[src/rtl/control_sequence_packer.sv]
`default_nettype none
// ============================================================================
// Module   : control_sequence_packer
// Brief    : Packs OSR CBADC control vectors per frame into {HI,LO} word
//            pairs, buffers them in a FIFO and serves them over PCPI.
// Revision : 1.0 - initial release
// ============================================================================
module control_sequence_packer #(
    parameter int N          = 8,
    parameter int OSR        = 7,
    parameter int FIFO_DEPTH = 4
) (
    input  logic                        clk,
    input  logic                        resetn,
    input  logic                        cs_valid,
    input  logic [N-1:0]                cs_bits,
    input  logic                        cs_restart,
    input  logic                        pcpi_valid,
    input  logic [31:0]                 pcpi_insn,
    input  logic [31:0]                 pcpi_rs1,
    output logic                        pcpi_wr,
    output logic [31:0]                 pcpi_rd,
    output logic                        pcpi_wait,
    output logic                        pcpi_ready,
    output logic                        overflow,
    output logic [$clog2(FIFO_DEPTH):0] fifo_level
);
    localparam int c_R2      = 32 / N;
    localparam int c_R1      = OSR - c_R2;
    localparam int c_SLOT_W  = $clog2(OSR);
    localparam int c_AW      = $clog2(FIFO_DEPTH);
    localparam int c_OSR_REQ = (N == 3) ? 20 : (N == 4) ? 15 : (N == 5) ? 12 :
                               (N == 6) ? 9  : (N == 7) ? 8  : (N == 8) ? 7  : 0;

    generate
        if (OSR != c_OSR_REQ) begin : g_bad_osr
            $error("OSR does not match the frame length required for N");
        end
        if (FIFO_DEPTH < 2 || (FIFO_DEPTH & (FIFO_DEPTH - 1)) != 0) begin : g_bad_depth
            $error("FIFO_DEPTH must be a power of two >= 2");
        end
    endgenerate

    typedef enum logic [2:0] {
        S_IDLE    = 3'd0,
        S_DECODE  = 3'd1,
        S_STALL   = 3'd2,
        S_RESPOND = 3'd3,
        S_GUARD   = 3'd4
    } state_t;

    state_t              r_state, w_state_next;
    logic [1:0]          r_sel, w_sel_next;
    logic [31:0]         r_rd, w_rd_next, w_rd_data;
    logic [c_SLOT_W-1:0] r_slot;
    logic [31:0]         r_lo, r_hi, w_lo_next, w_hi_next, w_vec;
    logic [4:0]          w_shamt;
    logic                w_last, w_push_req, w_push, w_pop, w_full, w_empty;
    logic                w_match, w_ovf_clr, r_overflow;
    logic [63:0]         r_mem [FIFO_DEPTH];
    logic [63:0]         w_head;
    logic [c_AW-1:0]     r_wptr, r_rptr;
    logic [c_AW:0]       r_level;
    logic                w_unused_ok;

    assign w_unused_ok = ^pcpi_rs1[31:2];

    // ---------------- frame packing ----------------
    assign w_vec      = 32'(cs_bits);
    assign w_last     = (int'(r_slot) == OSR - 1);
    assign w_push_req = cs_valid && !cs_restart && w_last;

    // Registers are cleared per frame, so OR-ing the new vector in is enough.
    always_comb begin
        w_lo_next = r_lo;
        w_hi_next = r_hi;
        if (int'(r_slot) < c_R1) begin
            w_shamt   = 5'(int'(r_slot) * N);
            w_lo_next = r_lo | (w_vec << w_shamt);
        end else begin
            w_shamt   = 5'((int'(r_slot) - c_R1) * N);
            w_hi_next = r_hi | (w_vec << w_shamt);
        end
    end

    always_ff @(posedge clk or negedge resetn) begin
        if (!resetn) begin
            r_slot <= '0;
            r_lo   <= '0;
            r_hi   <= '0;
        end else if (cs_restart || (cs_valid && w_last)) begin
            r_slot <= '0;
            r_lo   <= '0;
            r_hi   <= '0;
        end else if (cs_valid) begin
            r_slot <= r_slot + c_SLOT_W'(1);
            r_lo   <= w_lo_next;
            r_hi   <= w_hi_next;
        end
    end

    // ---------------- frame FIFO ----------------
    assign w_full    = (r_level == (c_AW + 1)'(FIFO_DEPTH));
    assign w_empty   = (r_level == '0);
    assign w_pop     = (r_state == S_RESPOND) && (r_sel == 2'd1) && !w_empty;
    assign w_push    = w_push_req && (!w_full || w_pop);
    assign w_ovf_clr = (r_state == S_RESPOND) && (r_sel == 2'd2);
    assign w_head    = r_mem[r_rptr];

    always_ff @(posedge clk) begin
        if (w_push) begin
            r_mem[r_wptr] <= {w_hi_next, w_lo_next};
        end
    end

    always_ff @(posedge clk or negedge resetn) begin
        if (!resetn) begin
            r_wptr     <= '0;
            r_rptr     <= '0;
            r_level    <= '0;
            r_overflow <= 1'b0;
        end else begin
            if (w_push) r_wptr <= r_wptr + c_AW'(1);
            if (w_pop)  r_rptr <= r_rptr + c_AW'(1);
            case ({w_push, w_pop})
                2'b10:   r_level <= r_level + (c_AW + 1)'(1);
                2'b01:   r_level <= r_level - (c_AW + 1)'(1);
                default: r_level <= r_level;
            endcase
            // A dropped frame outranks a status-read clear in the same cycle.
            if (w_push_req && !w_push) r_overflow <= 1'b1;
            else if (w_ovf_clr)        r_overflow <= 1'b0;
        end
    end

    // ---------------- PCPI front end ----------------
    assign w_match = pcpi_valid && ((pcpi_insn & 32'hfe00707f) == 32'h00005027);

    always_comb begin
        case (r_sel)
            2'd0:    w_rd_data = w_head[31:0];
            2'd1:    w_rd_data = w_head[63:32];
            2'd2:    w_rd_data = {r_overflow, 15'b0, 16'(r_level)};
            default: w_rd_data = '0;
        endcase
    end

    always_comb begin
        w_state_next = r_state;
        w_sel_next   = r_sel;
        w_rd_next    = r_rd;
        case (r_state)
            S_IDLE: begin
                if (w_match) begin
                    w_state_next = S_DECODE;
                    w_sel_next   = pcpi_rs1[1:0];
                end
            end
            S_DECODE: begin
                if (!r_sel[1] && w_empty) begin
                    w_state_next = S_STALL;
                end else begin
                    w_rd_next    = w_rd_data;
                    w_state_next = S_RESPOND;
                end
            end
            S_STALL: begin
                if (!pcpi_valid) begin
                    w_state_next = S_IDLE;
                end else if (!w_empty) begin
                    w_rd_next    = w_rd_data;
                    w_state_next = S_RESPOND;
                end
            end
            S_RESPOND: w_state_next = S_GUARD;
            S_GUARD:   w_state_next = S_IDLE;
            default:   w_state_next = S_IDLE;
        endcase
    end

    always_ff @(posedge clk or negedge resetn) begin
        if (!resetn) begin
            r_state <= S_IDLE;
            r_sel   <= '0;
            r_rd    <= '0;
        end else begin
            r_state <= w_state_next;
            r_sel   <= w_sel_next;
            r_rd    <= w_rd_next;
        end
    end

    assign pcpi_ready = (r_state == S_RESPOND);
    assign pcpi_wr    = (r_state == S_RESPOND);
    assign pcpi_wait  = (r_state == S_STALL);
    assign pcpi_rd    = (r_state == S_RESPOND) ? r_rd : '0;
    assign overflow   = r_overflow;
    assign fifo_level = r_level;

endmodule
`default_nettype wire

[config.mk]
export PLATFORM = sky130hd
export DESIGN_NAME = control_sequence_packer
export DESIGN_NICKNAME = d
export VERILOG_FILES = /design/src/rtl/control_sequence_packer.sv
export SDC_FILE = /design/constraint.sdc
export NUM_CORES = 1
export LEC_CHECK = 0
export CAP_MARGIN = 20
export CORE_ASPECT_RATIO = 0.8
export CORE_MARGIN = 1
export CORE_UTILIZATION = 25
export DETAILED_ROUTE_END_ITERATION = 12
export MAX_ROUTING_LAYER = met4
export PLACE_DENSITY = 0.42
export SYNTH_ARGS = -nofsm -noshare
export SYNTH_HDL_FRONTEND = slang
export SYNTH_SLANG_ARGS = --single-unit
export TNS_END_PERCENT = 30
[constraint.sdc]
create_clock -name clk -period 3.4 [get_ports clk]
set_clock_uncertainty 0.15 [all_clocks]
set_input_delay 0.68 -clock clk [delete_from_list [all_inputs] [get_ports clk]]
set_output_delay 0.68 -clock clk [all_outputs]
set_load 0.02 [all_outputs]
[Yosys cells after proc, flatten, opt, wreduce, memory -nomap -nowiden]
Memory sizes are Yosys's and may differ from the RTL's.
Index checks and enable logic that the tools add are counted.
Storage, ports and cells
  word-level logic and storage cells: 88
  memories: 1
  flip-flop bits (word level): 112
  output and inout port bits: 39
  bits in writable memories: 256
  bits of input ports: 77
Operators by class
  reductions and logical operators: 27
  multiplexer cells: 24
  eq/ne operators: 15
  magnitude comparators: 1
  $add $sub $neg: 6
  shifts and indexed selects: 2
  bitwise operators: 2
Memories
  r_mem: depth 4, width 64, rd ports 1, clocked after memory_dff 0, wr ports 1, line 60  | logic [63:0] r_mem [FIFO_DEPTH];
Operators with widths (number)
  32-bit two-way mux: 10
  32-bit one-hot mux with 3 select lines: 1
  32-bit OR: 2
  32-bit one-hot mux with 2 select lines: 1
  8-bit by 5-bit left shift with 32-bit output: 2
  17-bit by 10-bit equality test with 1-bit output, second input constant: 1
  3-bit two-way mux: 5
  3-bit one-hot mux with 4 select lines: 1
  1-bit logical AND: 10
  3-bit by 2-bit equality test with 1-bit output, second input constant: 3
  2-bit inequality test, second input constant: 4
  2-bit nonzero test: 4
  3-bit by 1-bit adder with 3-bit output, second input constant: 2
  3-bit zero test: 2
  3-bit one-hot mux with 2 select lines: 1
  1-bit zero test: 5
  1-bit two-way mux: 5
  2-bit by 1-bit adder with 2-bit output, second input constant: 2
  2-bit by 1-bit equality test with 1-bit output, second input constant: 2
  2-bit equality test, second input constant: 2
  2-bit AND reduction: 2
  4-bit AND reduction: 1
  3-bit by 1-bit equality test with 1-bit output, second input constant: 1
  3-bit equality test, second input constant: 1
  6 further kinds: 7

[Logic depth before layout (Yosys ltp)]
Gate-level depths: netlist of run 1.
  depth after elaboration: 8
  gate-level depth with buffers: 9
  gate-level depth less buffers: 8

[Worst setup path after synthesis of run 1]
OpenSTA, ideal clock, no wires.
  kind: reg-to-reg
  from: register r_slot[0]
  to: memory r_mem[2][0], enable pin
  cell stages (with the launch flop): 7
  slack: -138 ps
  setup time: 429 ps
  required time: 2821 ps
  path buffers: 1
  arrival: 2959 ps
  cells stage by stage: dfrtp_1 > buf_2 > inv_1 > ha_1 > nand4b_2 > a31oi_2 > and2_1
On the way
  cells in the longest elaborated chain, start to end: 5
Ends and longest elaborated chain
  start: declaration: line 55  | logic [c_SLOT_W-1:0] r_slot;
  start signal: assignment: line 96  | r_slot <= r_slot + c_SLOT_W'(1);
  3-bit by 2-bit equality test with 1-bit output: line 70  | assign w_last = (int'(r_slot) == OSR - 1);
  1-bit logical AND: line 71  | assign w_push_req = cs_valid && !cs_restart && w_last;
  1-bit logical AND: line 106  | assign w_push = w_push_req && (!w_full || w_pop);
  1-bit two-way mux: line 111  | if (w_push) begin
  1-bit two-way mux (implied by the code): line 112  | r_mem[r_wptr] <= {w_hi_next, w_lo_next};
  end: declaration: line 60
No other way between the ends.

[Worst setup path in the final report of run 1]
  from: register r_state[2]
  to: output port pcpi_rd[11]
On the way
  cells in the longest elaborated chain, start to end: 2
Ends and longest elaborated chain
  start: declaration: line 52  | state_t r_state, w_state_next;
  start signal: assignment: line 187  | r_state <= w_state_next;
  3-bit by 2-bit equality test with 1-bit output: line 196  | assign pcpi_rd = (r_state == S_RESPOND) ? r_rd : '0;
  32-bit two-way mux: line 196
  end: declaration: line 22  | output logic [31:0] pcpi_rd,
No other way between the ends.

==> metrics.yaml, run 1 <==
clocking:
  clock-sinks: 368
  clk_pin_slew_ns: 0.06
  cts_root_buffer: "clkbuf_16"
  tritoncts: "built"
  clkLatencyLatePin_ns: 0.55
  clock_path_buffers: 3
  cts_buffers: 42
  htree_levels: 2
finish:
  syn2layout_area_growth_pct: 21.76
  layout.nets: 1150
  fin_cells: 1868
  final_area_um2: 18300
  insertedDiodeCount: 0
  post-route-util_pct: 31.12
  drive_gt1_share_pct: 14.10
run:
  cap_violations: 0
logic_synthesis:
  yosys.area.top_type_share_pct: 51.15
  synth_cells: 971
  syn_area_per_cell_um2: 15.48
  ys_seq_elements: 368
  synth_flop_cell: "edfxtp_1"
  ys_warn_count: 0
  synth_top_area_cell: "edfxtp_1"
  synth.top_cells.by_area: "edfxtp_1 (51%), dfrtp_1 (19%), mux2i_1 (5.9%)"
  synth_nets: 1055
  async_flop_share_pct: 30.43
  synth_edf_count: 256
  syn_area_um2: 15030
  synth.distinct_cells: 59
  yosysSeqAreaShare_pct: 69.80
  synthTopCellsByCount: "edfxtp_1 (256), dfrtp_1 (112), mux2i_1 (89)"
  yosys.cell_count.top_type: "edfxtp_1"
pwr:
  p_leak_nw: 7.253
  swShare_pct: 24.64
  combinationalPowerShare_pct: 12.1
  peakVddDrop_v: 0.0002761
  power.internal_mw: 8.206
  p_per_area_nw_per_um2: 595.1
  power_frac_seq_pct: 47.5
  pwr-share-clk_pct: 40.4
  power.switching_mw: 2.683
min_path:
  hold_end: "r_rd[11]$_DFFE_PN0P_"
  hp-start: "r_rd[11]$_DFFE_PN0P_"
  hold_depth: 2
  hp-class: "reg -> reg"
die:
  die_x_um: 276.1
  die_h_um: 221.3
  core_area_um2: 58810
  num_rows: 79
  start_util_pct: 25.55
  die-area_um2: 61110
  pin_count: 116
grt:
  grt.total_usage_pct: 12.82
  first_global_vias: 8653
  antenna_found_initial: 0
  gr-total-overflow: 0
  grt_max_degree: 69
  grt_first_pass_wirelength_mm: 57.17
setup_path:
  end_kind: "output port"
  r2r-end: "fifo_level[2]$_DFFE_PN0P_"
  crit_chain: "nand3b_1 > inv_4 > buf_6 > and2_1 > clkdlybuf4s50_1"
  reg2reg_from: "r_state[2]$_DFFE_PN0P_"
  cp_data_required_time_ns: 2.57
  crit_fanout: 18
  start_kind: "flop"
  worst-r2r-setup-slack_ns: 0.67
  crit_path_top_delay_cell: "clkdlybuf4s50_1"
  r2r_cells: 8
  cp.arrival_ns: 2.43
  critPathTopFamily: "buffers and inverters"
  crit_type: "reg -> out"
  path_buf_inv: 3
  max_stage_delay_ns: 0.61
timing:
  min_period_ns: 3.258
  finalMaxSlewViolations: 0
  relSlewSlack_pct: 33.36
  fmax_mhz: 307.0
  setup_viol: 0
  tightest_slew_ns: 0.9997
  period_share_pct: 95.81
  setup_ws_ns: 0.1423
  hold_viol: 0
placed_design:
  gp_congestion: 0.7162
  place_area_um2: 16930
  pre_cts_slack_ns: 0.3550
  dp.cells: 1788
  io_buffers: 70
  dpl.hpwl_mm: 23.42
drt:
  wl_per_cell_um: 20.05
  vias: 8409
  wirelength_mm: 37.46
  viasPerCell: 4.502
  drtIter0Drc: 463
  drc: 0
  first_pass_iters: 5
  drtAntennaViolNets: 0
outcome:
  status: "complete, no violations"
==> worst max path at each step <==
stage / startpoint / to / slack, ns / cells past startpoint
detailed placement: cs_restart / r_mem[3][51]$_DFFE_PP_ / 0.35 / 6
global route: r_state[2]$_DFFE_PN0P_ / pcpi_rd[11] / -0.02 / 5
global placement: cs_restart / r_mem[3][51]$_DFFE_PP_ / 0.36 / 6
floorplan: r_slot[0]$_DFFE_PN0P_ / r_mem[0][0]$_DFFE_PP_ / -0.14 / 6
CTS: r_state[2]$_DFFE_PN0P_ / pcpi_rd[11] / 0.04 / 5
finish: r_state[2]$_DFFE_PN0P_ / pcpi_rd[11] / 0.14 / 5
==> flip-flops by register name, indices dropped and copies added (netlist names), 3 cells and up <==
name	count
r_lo	32
r_mem	256
fifo_level	3
r_slot	3
r_rd	32
r_state	3
r_hi	32
==> power groups by stage <==
| stage | sequential, mW | clock (mW) | combinational, mW |
|---|---|---|---|
| 2_1_floorplan | 5.20 | 0 | 0.794 |
| 3_3_place_gp | 5.27 | 0 | 1.32 |
| 3_5_place_dp | 5.27 | 0 | 1.34 |
| 4_1_cts | 5.18 | 4.56 | 1.35 |
| 5_1_grt | 5.20 | 4.72 | 1.48 |
| 6_report | 5.17 | 4.40 | 1.32 |
==> layout make-up <==
class                           instances  area (um2)
Multi-Input combinational cell        524        4187
Clock inverter                         18       172.7
Tap cell                              769       962.2
Timing Repair Buffer                  122        1282
Fill cell                            5738       40510
Sequential cell                       368       10500
Clock buffer                           59        1166
Inverter                                8       32.53
==> cell usage in the layout, fill, tap and decap left out, types with 32 or more instances in the layout <==
master and instances:
edfxtp_1 256, dfrtp_1 110, mux2i_1 89, clkdlybuf4s50_1 66
nor2_1 60, a21o_1 57, clkbuf_16 43, and2_1 41
o22ai_1 41, buf_4 35, o211a_1 32
==> metal layers <==
metal	GRT usage (%)	routed length (um)	vias to the layer above
li1	-	-	3917
met1	17.84	18710	4322
met2	19.09	16690	120
met3	2.302	1378	50
met4	3.532	673	0
met5	-	0	-
==> worst register-to-register path: stages, from the launching register on <==
cell,delay (ns)
dfrtp_1,0.44
nand3b_1,0.29
buf_4,0.20
nor3_1,0.44
nand2_1,0.14
fa_1,0.44
a211oi_1,0.27
nand3b_1,0.15
o211ai_1,0.09
==> stage by stage <==
step / hold slack [ns] / TNS (ns) / power [mW]
global route: 0.3468 / -0.07467 / 11.40
detailed placement: 0.3138 / 0 / 6.603
finish: 0.3192 / 0 / 10.89
CTS: 0.3257 / 0 / 11.08
floorplan: 0.2344 / -17.62 / 5.993
global placement: 0.3170 / 0 / 6.589
==> cell families (layout without fill, tap and decap cells) <==
group                      Yosys count  in the layout  share of synthesized area [%]
DFF                                368            368                          69.80
AOI/OAI and AO/OA                  207            207                          10.08
and+or+nand+nor                    182            182                          6.469
muxes                              122            122                          10.15
buffers and inverters               79            207                          2.522
adders and majority gates            7              7                         0.6327
xor gates and xnor gates             6              6                         0.3496
==> timing repair <==
item | CTS | global route
hold endpoints to repair | 40 | 0
hold buffers | 1 | 0
setup endpoints to repair | 28 | 16
gates resized for setup | 4 | 1
setup buffers | 0 | 2
(Power assumes the default switching activity.)
==> run 2, diff against run 1 <==
- ABC_AREA: unset -> 1
==> run 2 against run 1 <==
Against the previous run: global-route usage rose by 1.2 points; area after synthesis rose by 4.8%; setup slack improved by 0.085 ns; first-iteration DRC count rose by 41%; die area rose by 4.7%; fmax rose by 2.7%; register-to-register slack got worse by 0.14 ns; count of clock-buffer cells in the layout rose by 7; critical path depth rose by 1; worst hold slack got worse by 0.25 ns; largest cell class unchanged.
==> metrics.yaml, run 2 <==
pwr:
  fin_total_pwr_mw: 10.95  # was 10.89 mW
  power_frac_seq_pct: 46.8  # was 47.5%
  combinationalPowerShare_pct: 11.6  # was 12.1%
  peakVddDrop_v: 0.0002769  # was 0.0002761 V
  power.internal_mw: 8.165  # was 8.206 mW
  p_leak_nw: 7.794  # was 7.253 nW
  swShare_pct: 25.40  # was 24.64%
  pwr-share-clk_pct: 41.6  # was 40.4%
  power.switching_mw: 2.780  # was 2.683 mW
  p_per_area_nw_per_um2: 576.5  # was 595.1 nW/um2
placed_design:
  io_buffers: 70  # unchanged
  place_area_um2: 17570  # was 16930 um2
  pre_cts_slack_ns: 0.3413  # was 0.3550 ns
  dpl.hpwl_mm: 25.70  # was 23.42 mm
  gp_congestion: 0.7430  # was 0.7162
drt:
  wirelength_mm: 42.50  # was 37.46 mm
  viasPerCell: 4.288  # was 4.502
  first_pass_iters: 6  # was 5
  drtAntennaViolNets: 0  # unchanged
  drtIter0Drc: 652  # was 463
  drc: 0  # unchanged
  vias: 10730  # was 8409
  wl_per_cell_um: 16.99  # was 20.05 um
logic_synthesis:
  async_flop_share_pct: 30.43  # unchanged
  synth.distinct_cells: 33  # was 59
  yosysSeqAreaShare_pct: 66.61  # was 69.80%
  ys_warn_count: 0  # unchanged
  synth_nets: 1655  # was 1055
  synth_edf_count: 256  # unchanged
  synth_top_area_cell: "edfxtp_1"  # unchanged
  synth_flop_cell: "edfxtp_1"  # unchanged
  syn_area_um2: 15750  # was 15030 um2
  synth.top_cells.by_area: "edfxtp_1 (49%), dfrtp_1 (18%), nand2_1 (9.0%)"  # was edfxtp_1 (51%), dfrtp_1 (19%), mux2i_1 (5.9%)
  synth_cells: 1571  # was 971
  yosys.cell_count.top_type: "nand2_1"  # was edfxtp_1
  ys_seq_elements: 368  # unchanged
  syn_area_per_cell_um2: 10.02  # was 15.48 um2
  synthTopCellsByCount: "nand2_1 (377), edfxtp_1 (256), nor2_1 (239)"  # was edfxtp_1 (256), dfrtp_1 (112), mux2i_1 (89)
  yosys.area.top_type_share_pct: 48.81  # was 51.15%
finish:
  regMostFlops: "r_mem"  # unchanged
  fillers: 6263  # was 5738
  multi_input_area_um2: 4289  # was 4187 um2
  final_cell_mix: "nand2_1 (377), edfxtp_1 (256), nor2_1 (234), inv_1 (144), o21ai_0 (131)"  # was edfxtp_1 (256), dfrtp_1 (110), mux2i_1 (89), clkdlybuf4s50_1 (66), nor2_1 (60)
  final_common_cell: "nand2_1"  # was edfxtp_1
  syn2layout_area_growth_pct: 20.56  # was 21.76%
  drive_gt1_share_pct: 8.084  # was 14.10%
  post-route-util_pct: 30.76  # was 31.12%
  seqCellArea_um2: 10500  # about the same
  largest_reg_flops: 256  # unchanged
  layout.nets: 1720  # was 1150
  final_area_um2: 18990  # was 18300 um2
outcome:
  status: "complete, no violations"  # unchanged
timing:
  finalMaxSlewViolations: 0  # unchanged
  grt_setup_unrepaired: "false"
  setup_ws_ns: 0.2269  # was 0.1423 ns
  period_share_pct: 93.33  # was 95.81%
  hold_viol: 0  # unchanged
  setup_viol: 0  # unchanged
  relSlewSlack_pct: 41.83  # was 33.36%
  min_period_ns: 3.173  # was 3.258 ns
  whs_ns: 0.07117  # was 0.3192 ns
  tightest_slew_ns: 0.8725  # was 0.9997 ns
  fmax_mhz: 315.1  # was 307.0 MHz
grt:
  antenna_found_initial: 1  # was 0
  grt.total_usage_pct: 13.99  # was 12.82%
  grt_first_pass_wirelength_mm: 65.17  # was 57.17 mm
  grt_max_degree: 146  # was 69
  first_global_vias: 10530  # was 8653
  gr-total-overflow: 0  # unchanged
setup_path:
  start_kind: "flop"  # unchanged
  crit_fanout: 33  # was 18
  cp.arrival_ns: 2.34  # was 2.43 ns
  r2r_cells: 7  # was 8
  end_kind: "output port"  # unchanged
  path_buf_inv: 3  # unchanged
  crit_chain: "nand2_1 > nor2_4 > inv_1 > buf_12 > nor2_1 > clkdlybuf4s50_1"  # was nand3b_1 > inv_4 > buf_6 > and2_1 > clkdlybuf4s50_1
  worst-r2r-setup-slack_ns: 0.53  # was 0.67 ns
  critPathTopFamily: "buffers and inverters"  # unchanged
  crit_path_top_delay_cell: "clkdlybuf4s50_1"  # unchanged
  cp_data_required_time_ns: 2.57  # about the same
  max_stage_delay_ns: 0.64  # was 0.61 ns
  crit_type: "reg -> out"  # unchanged
  path_depth: 6  # was 5
die:
  num_rows: 81  # was 79
  pin_count: 116  # unchanged
  start_util_pct: 25.52  # was 25.55%
  die_x_um: 282.6  # was 276.1 um
  die-area_um2: 64010  # was 61110 um2
  die_h_um: 226.5  # was 221.3 um
  core_area_um2: 61720  # was 58810 um2
min_path:
  hp-class: "in -> async"  # was reg -> reg
clocking:
  cts_root_buffer: "clkbuf_16"  # unchanged
  postCtsSetupRepairBufs: 0  # unchanged
  ctsResizeCount: 0  # was 4
  clkLatencyLatePin_ns: 0.57  # was 0.55 ns
  cts_hold_buf: 0  # was 1
  htree_levels: 2  # unchanged
  clock-sinks: 368  # unchanged
  clock_path_buffers: 3  # unchanged
  clk_pin_slew_ns: 0.06  # about the same
  tritoncts: "built"  # unchanged
  cts_buffers: 42  # unchanged
run:
  cap_violations: 0  # unchanged
## run 2: area by class of cell
class                   instances  share of cell area (%)
inverters                     152                   3.012
well taps                     830                   5.470
multi-input cells             963                   22.59
flip-flops and latches        368                   55.28
diodes                          1                 0.01318
clock buffers                  66                   6.722
clock inverters                12                  0.5667
repair buffers                109                   6.353
## run 2: cell families (layout without fill, tap and decap cells)
kind of cell,after synthesis,in the layout,synth area share [%]
simple gates,753,753,19.35
flops,368,368,66.61
buf+inv,240,339,6.427
compound gates,198,198,6.737
fa+ha+maj,7,7,0.6038
xor+xnor,5,5,0.2781
other cells,0,1,0
## run 2: final timing paths
kind	start	end
max	r_state[1]$_DFFE_PN0P_	pcpi_rd[9]
min	resetn	fifo_level[2]$_DFFE_PN0P_
max reg2reg	r_slot[0]$_DFFE_PN0P_	r_mem[0][62]$_DFFE_PP_
min reg2reg	r_rd[13]$_DFFE_PN0P_	r_rd[13]$_DFFE_PN0P_
max in group asynchronous	resetn	r_hi[3]$_DFFE_PN0P_
min in group clk	r_rd[13]$_DFFE_PN0P_	r_rd[13]$_DFFE_PN0P_
## run 2: metal layers
layer / track usage (%) / part of all wire [%] / vias to the layer above
met4: 4.167 / 2.1 / 0
met1: 19.52 / 49 / 5199
met5: - / 0 / -
li1: - / - / 5282
met3: 2.257 / 3.9 / 60
met2: 20.82 / 45 / 184
## run 2: power groups by stage
stage	registers [mW]	logic [mW]	clock network (mW)
floorplan	5.19	0.798	0
global placement	5.21	1.28	0
detailed placement	5.21	1.30	0
CTS	5.12	1.30	4.70
global route	5.16	1.46	4.85
finish	5.12	1.27	4.55
## run 2: per-stage QoR
step	setup TNS, ns	instances
4_1_cts	0	2499
3_3_place_gp	0	2421
2_1_floorplan	-7.389	1571
5_1_grt	0	2501
6_report	0	2501
3_5_place_dp	0	2421
## run 2: worst register-to-register path, stage by stage, from the launching register on
cell and delay [ns]:
dfrtp_1 0.54, inv_1 0.29, ha_1 0.25, nand4_1 0.24, inv_1 0.19, nand2_2 0.19, nor2_4 0.41, buf_4 0.29
==> run 3, diff against run 2 <==
- CTS_CLUSTER_SIZE: unset -> 14
- SLEW_MARGIN: unset -> 25
==> run 3 against run 2 <==
Against the previous run: fmax is 0.51% higher; utilization stayed put; via count is 0.12% higher; wire length is 0.30% higher; setup slack better by 0.016 ns; first-iteration DRC count is 1.7% lower; register-to-register slack worse by 0.02 ns; global-route usage is 0.064 points higher; combinational power hardly changed; worst hold slack better by 0.0012 ns; die area stayed put; critical endpoint unchanged; count of clock-buffer cells in the layout is 6 higher.
==> metrics.yaml, run 3 (synthesized netlist as in run 2, its figures left out) <==
outcome:
  status: "complete, no violations"  # unchanged
drt:
  drtAntennaViolNets: 0  # unchanged
  vias: 10740  # was 10730
  highest_layer: "met4"  # unchanged
  wl_per_cell_um: 17.05  # was 16.99 um
  drc: 0  # unchanged
  wl_met1_mm: 20.88  # was 20.95 mm
  dr_wl_met2_mm: 19.14  # was 18.98 mm
  dr_wl_met3_mm: 1.752  # was 1.656 mm
  first_pass_iters: 5  # was 6
  drtIter0Drc: 641  # was 652
  wirelength_mm: 42.63  # was 42.50 mm
  viasPerCell: 4.295  # was 4.288
setup_path:
  reg2reg_from: "r_slot[0]$_DFFE_PN0P_"  # unchanged
  r2r-end: "r_mem[0][58]$_DFFE_PP_"  # was r_mem[0][62]$_DFFE_PP_
  crit_chain: "nand2_1 > nor2_4 > inv_1 > buf_12 > nor2_1 > clkdlybuf4s50_1"  # unchanged
  worst-r2r-setup-slack_ns: 0.51  # was 0.53 ns
  cp.arrival_ns: 2.33  # was 2.34 ns
  cp_data_required_time_ns: 2.57  # about the same
  crit_path_top_delay_cell: "clkdlybuf4s50_1"  # unchanged
  end_kind: "output port"  # unchanged
  max_stage_delay_ns: 0.63  # was 0.64 ns
  crit_type: "reg -> out"  # unchanged
  crit_fanout: 33  # unchanged
  r2r_cells: 7  # unchanged
  start_kind: "flop"  # unchanged
clocking:
  postCtsSetupRepairBufs: 0  # unchanged
  cts_buffers: 42  # unchanged
  cts_root_buffer: "clkbuf_16"  # unchanged
  clock_path_buffers: 3  # unchanged
  clkLatencyLatePin_ns: 0.56  # was 0.57 ns
  tritoncts: "built"  # unchanged
  clk_pin_slew_ns: 0.06  # about the same
  htree_levels: 2  # unchanged
  clock-sinks: 368  # unchanged
placed_design:
  pre_cts_slack_ns: 0.3543  # was 0.3413 ns
  dp.cells: 2421  # unchanged
  gp_congestion: 0.7430  # unchanged
  dpl.hpwl_mm: 25.67  # was 25.70 mm
  place_area_um2: 17570  # unchanged
  io_buffers: 70  # unchanged
finish:
  fin_cells: 2500  # was 2501
  seqCellArea_um2: 10500  # unchanged
  largest_reg_flops: 256  # unchanged
  regMostFlops: "r_mem"  # unchanged
  drive_gt1_share_pct: 8.149  # was 8.084%
  final_area_um2: 18990  # unchanged
  fillers: 6304  # was 6263
  layout.nets: 1719  # was 1720
  final_common_cell: "nand2_1"  # unchanged
  syn2layout_area_growth_pct: 20.56  # unchanged
  final_cell_mix: "nand2_1 (377), edfxtp_1 (256), nor2_1 (234), inv_1 (143), o21ai_0 (131)"  # was nand2_1 (377), edfxtp_1 (256), nor2_1 (234), inv_1 (144), o21ai_0 (131)
  multi_input_area_um2: 4289  # unchanged
die:
  num_rows: 81  # unchanged
  pin_count: 116  # unchanged
  core_area_um2: 61720  # unchanged
  start_util_pct: 25.52  # unchanged
  die_x_um: 282.6  # unchanged
  die-area_um2: 64010  # unchanged
  die_h_um: 226.5  # unchanged
grt:
  antenna_found_initial: 1  # unchanged
  grt_max_degree: 146  # unchanged
  gr-total-overflow: 0  # unchanged
  grt_first_pass_wirelength_mm: 65.53  # was 65.17 mm
  first_global_vias: 10620  # was 10530
  grt.total_usage_pct: 14.06  # was 13.99%
timing:
  hold_viol: 0  # unchanged
  fin_tns_setup_ns: 0  # unchanged
  setup_viol: 0  # unchanged
  relSlewSlack_pct: 43.48  # was 41.83%
  grt_setup_unrepaired: "false"  # unchanged
  setup_ws_ns: 0.2429  # was 0.2269 ns
  finalMaxSlewViolations: 0  # unchanged
  min_period_ns: 3.157  # was 3.173 ns
  period_share_pct: 92.86  # was 93.33%
  tightest_slew_ns: 0.8477  # was 0.8725 ns
  fmax_mhz: 316.7  # was 315.1 MHz
pwr:
  peakVddDrop_v: 0.0003173  # was 0.0002769 V
  fin_total_pwr_mw: 11.01  # was 10.95 mW
  p_per_area_nw_per_um2: 580.0  # was 576.5 nW/um2
  p_leak_nw: 7.786  # was 7.794 nW
run:
  cap_violations: 0  # unchanged
min_path:
  hp-class: "in -> async"  # unchanged
==> run 3: per-layer routing <==
layer	up-vias	global-route usage, %
met5	-	-
met4	0	4.045
met3	62	2.215
met2	164	21.26
met1	5239	19.40
li1	5273	-
==> run 3: worst max-delay path: cells and delay by family, from the launching register on <==
family                 cells  cell delay (ns)
buffers and inverters      3             0.90
AND/OR/NAND/NOR            3             0.43
flip-flops                 1             0.40
==> run 3: power by group <==
group / internal, mW / switching, mW / total (mW)
sequential: 5.02 / 0.105 / 5.13
combinational: 0.415 / 0.855 / 1.27
clock: 2.80 / 1.82 / 4.62
total: 8.23 / 2.78 / 11.0
==> run 3: what timing repair did <==
action                     CTS  global route
setup endpoints to repair    0             9
gates resized for setup      0             1
hold buffers                 0             0
==> run 3: metrics by stage <==
step	util [%]	hold slack, ns
4_1_cts	30.75	0.1009
2_1_floorplan	-	0.2344
5_1_grt	30.76	0.1356
3_5_place_dp	28.46	0.3184
6_report	30.76	0.07241
3_3_place_gp	28.46	0.3157
==> run 3: layout make-up <==
cell class / instances / share of cell area [%]
Sequential cell: 368 / 55.28
Multi-Input combinational cell: 963 / 22.59
Clock buffer: 72 / 6.992
Timing Repair Buffer: 108 / 6.208
Tap cell: 830 / 5.470
Inverter: 152 / 3.012
Clock inverter: 6 / 0.4415
Antenna cell: 1 / 0.01318
==> run 3: worst max-delay path by stage <==
stage	start	end	slack, ns
detailed placement	cs_valid	r_mem[0][58]$_DFFE_PP_	0.35
CTS	r_state[1]$_DFFE_PN0P_	pcpi_rd[9]	0.1
floorplan	cs_valid	r_mem[0][0]$_DFFE_PP_	-0.03
global route	r_state[1]$_DFFE_PN0P_	pcpi_rd[2]	0.07
global placement	cs_restart	r_mem[0][58]$_DFFE_PP_	0.37
finish	r_state[1]$_DFFE_PN0P_	pcpi_rd[9]	0.24
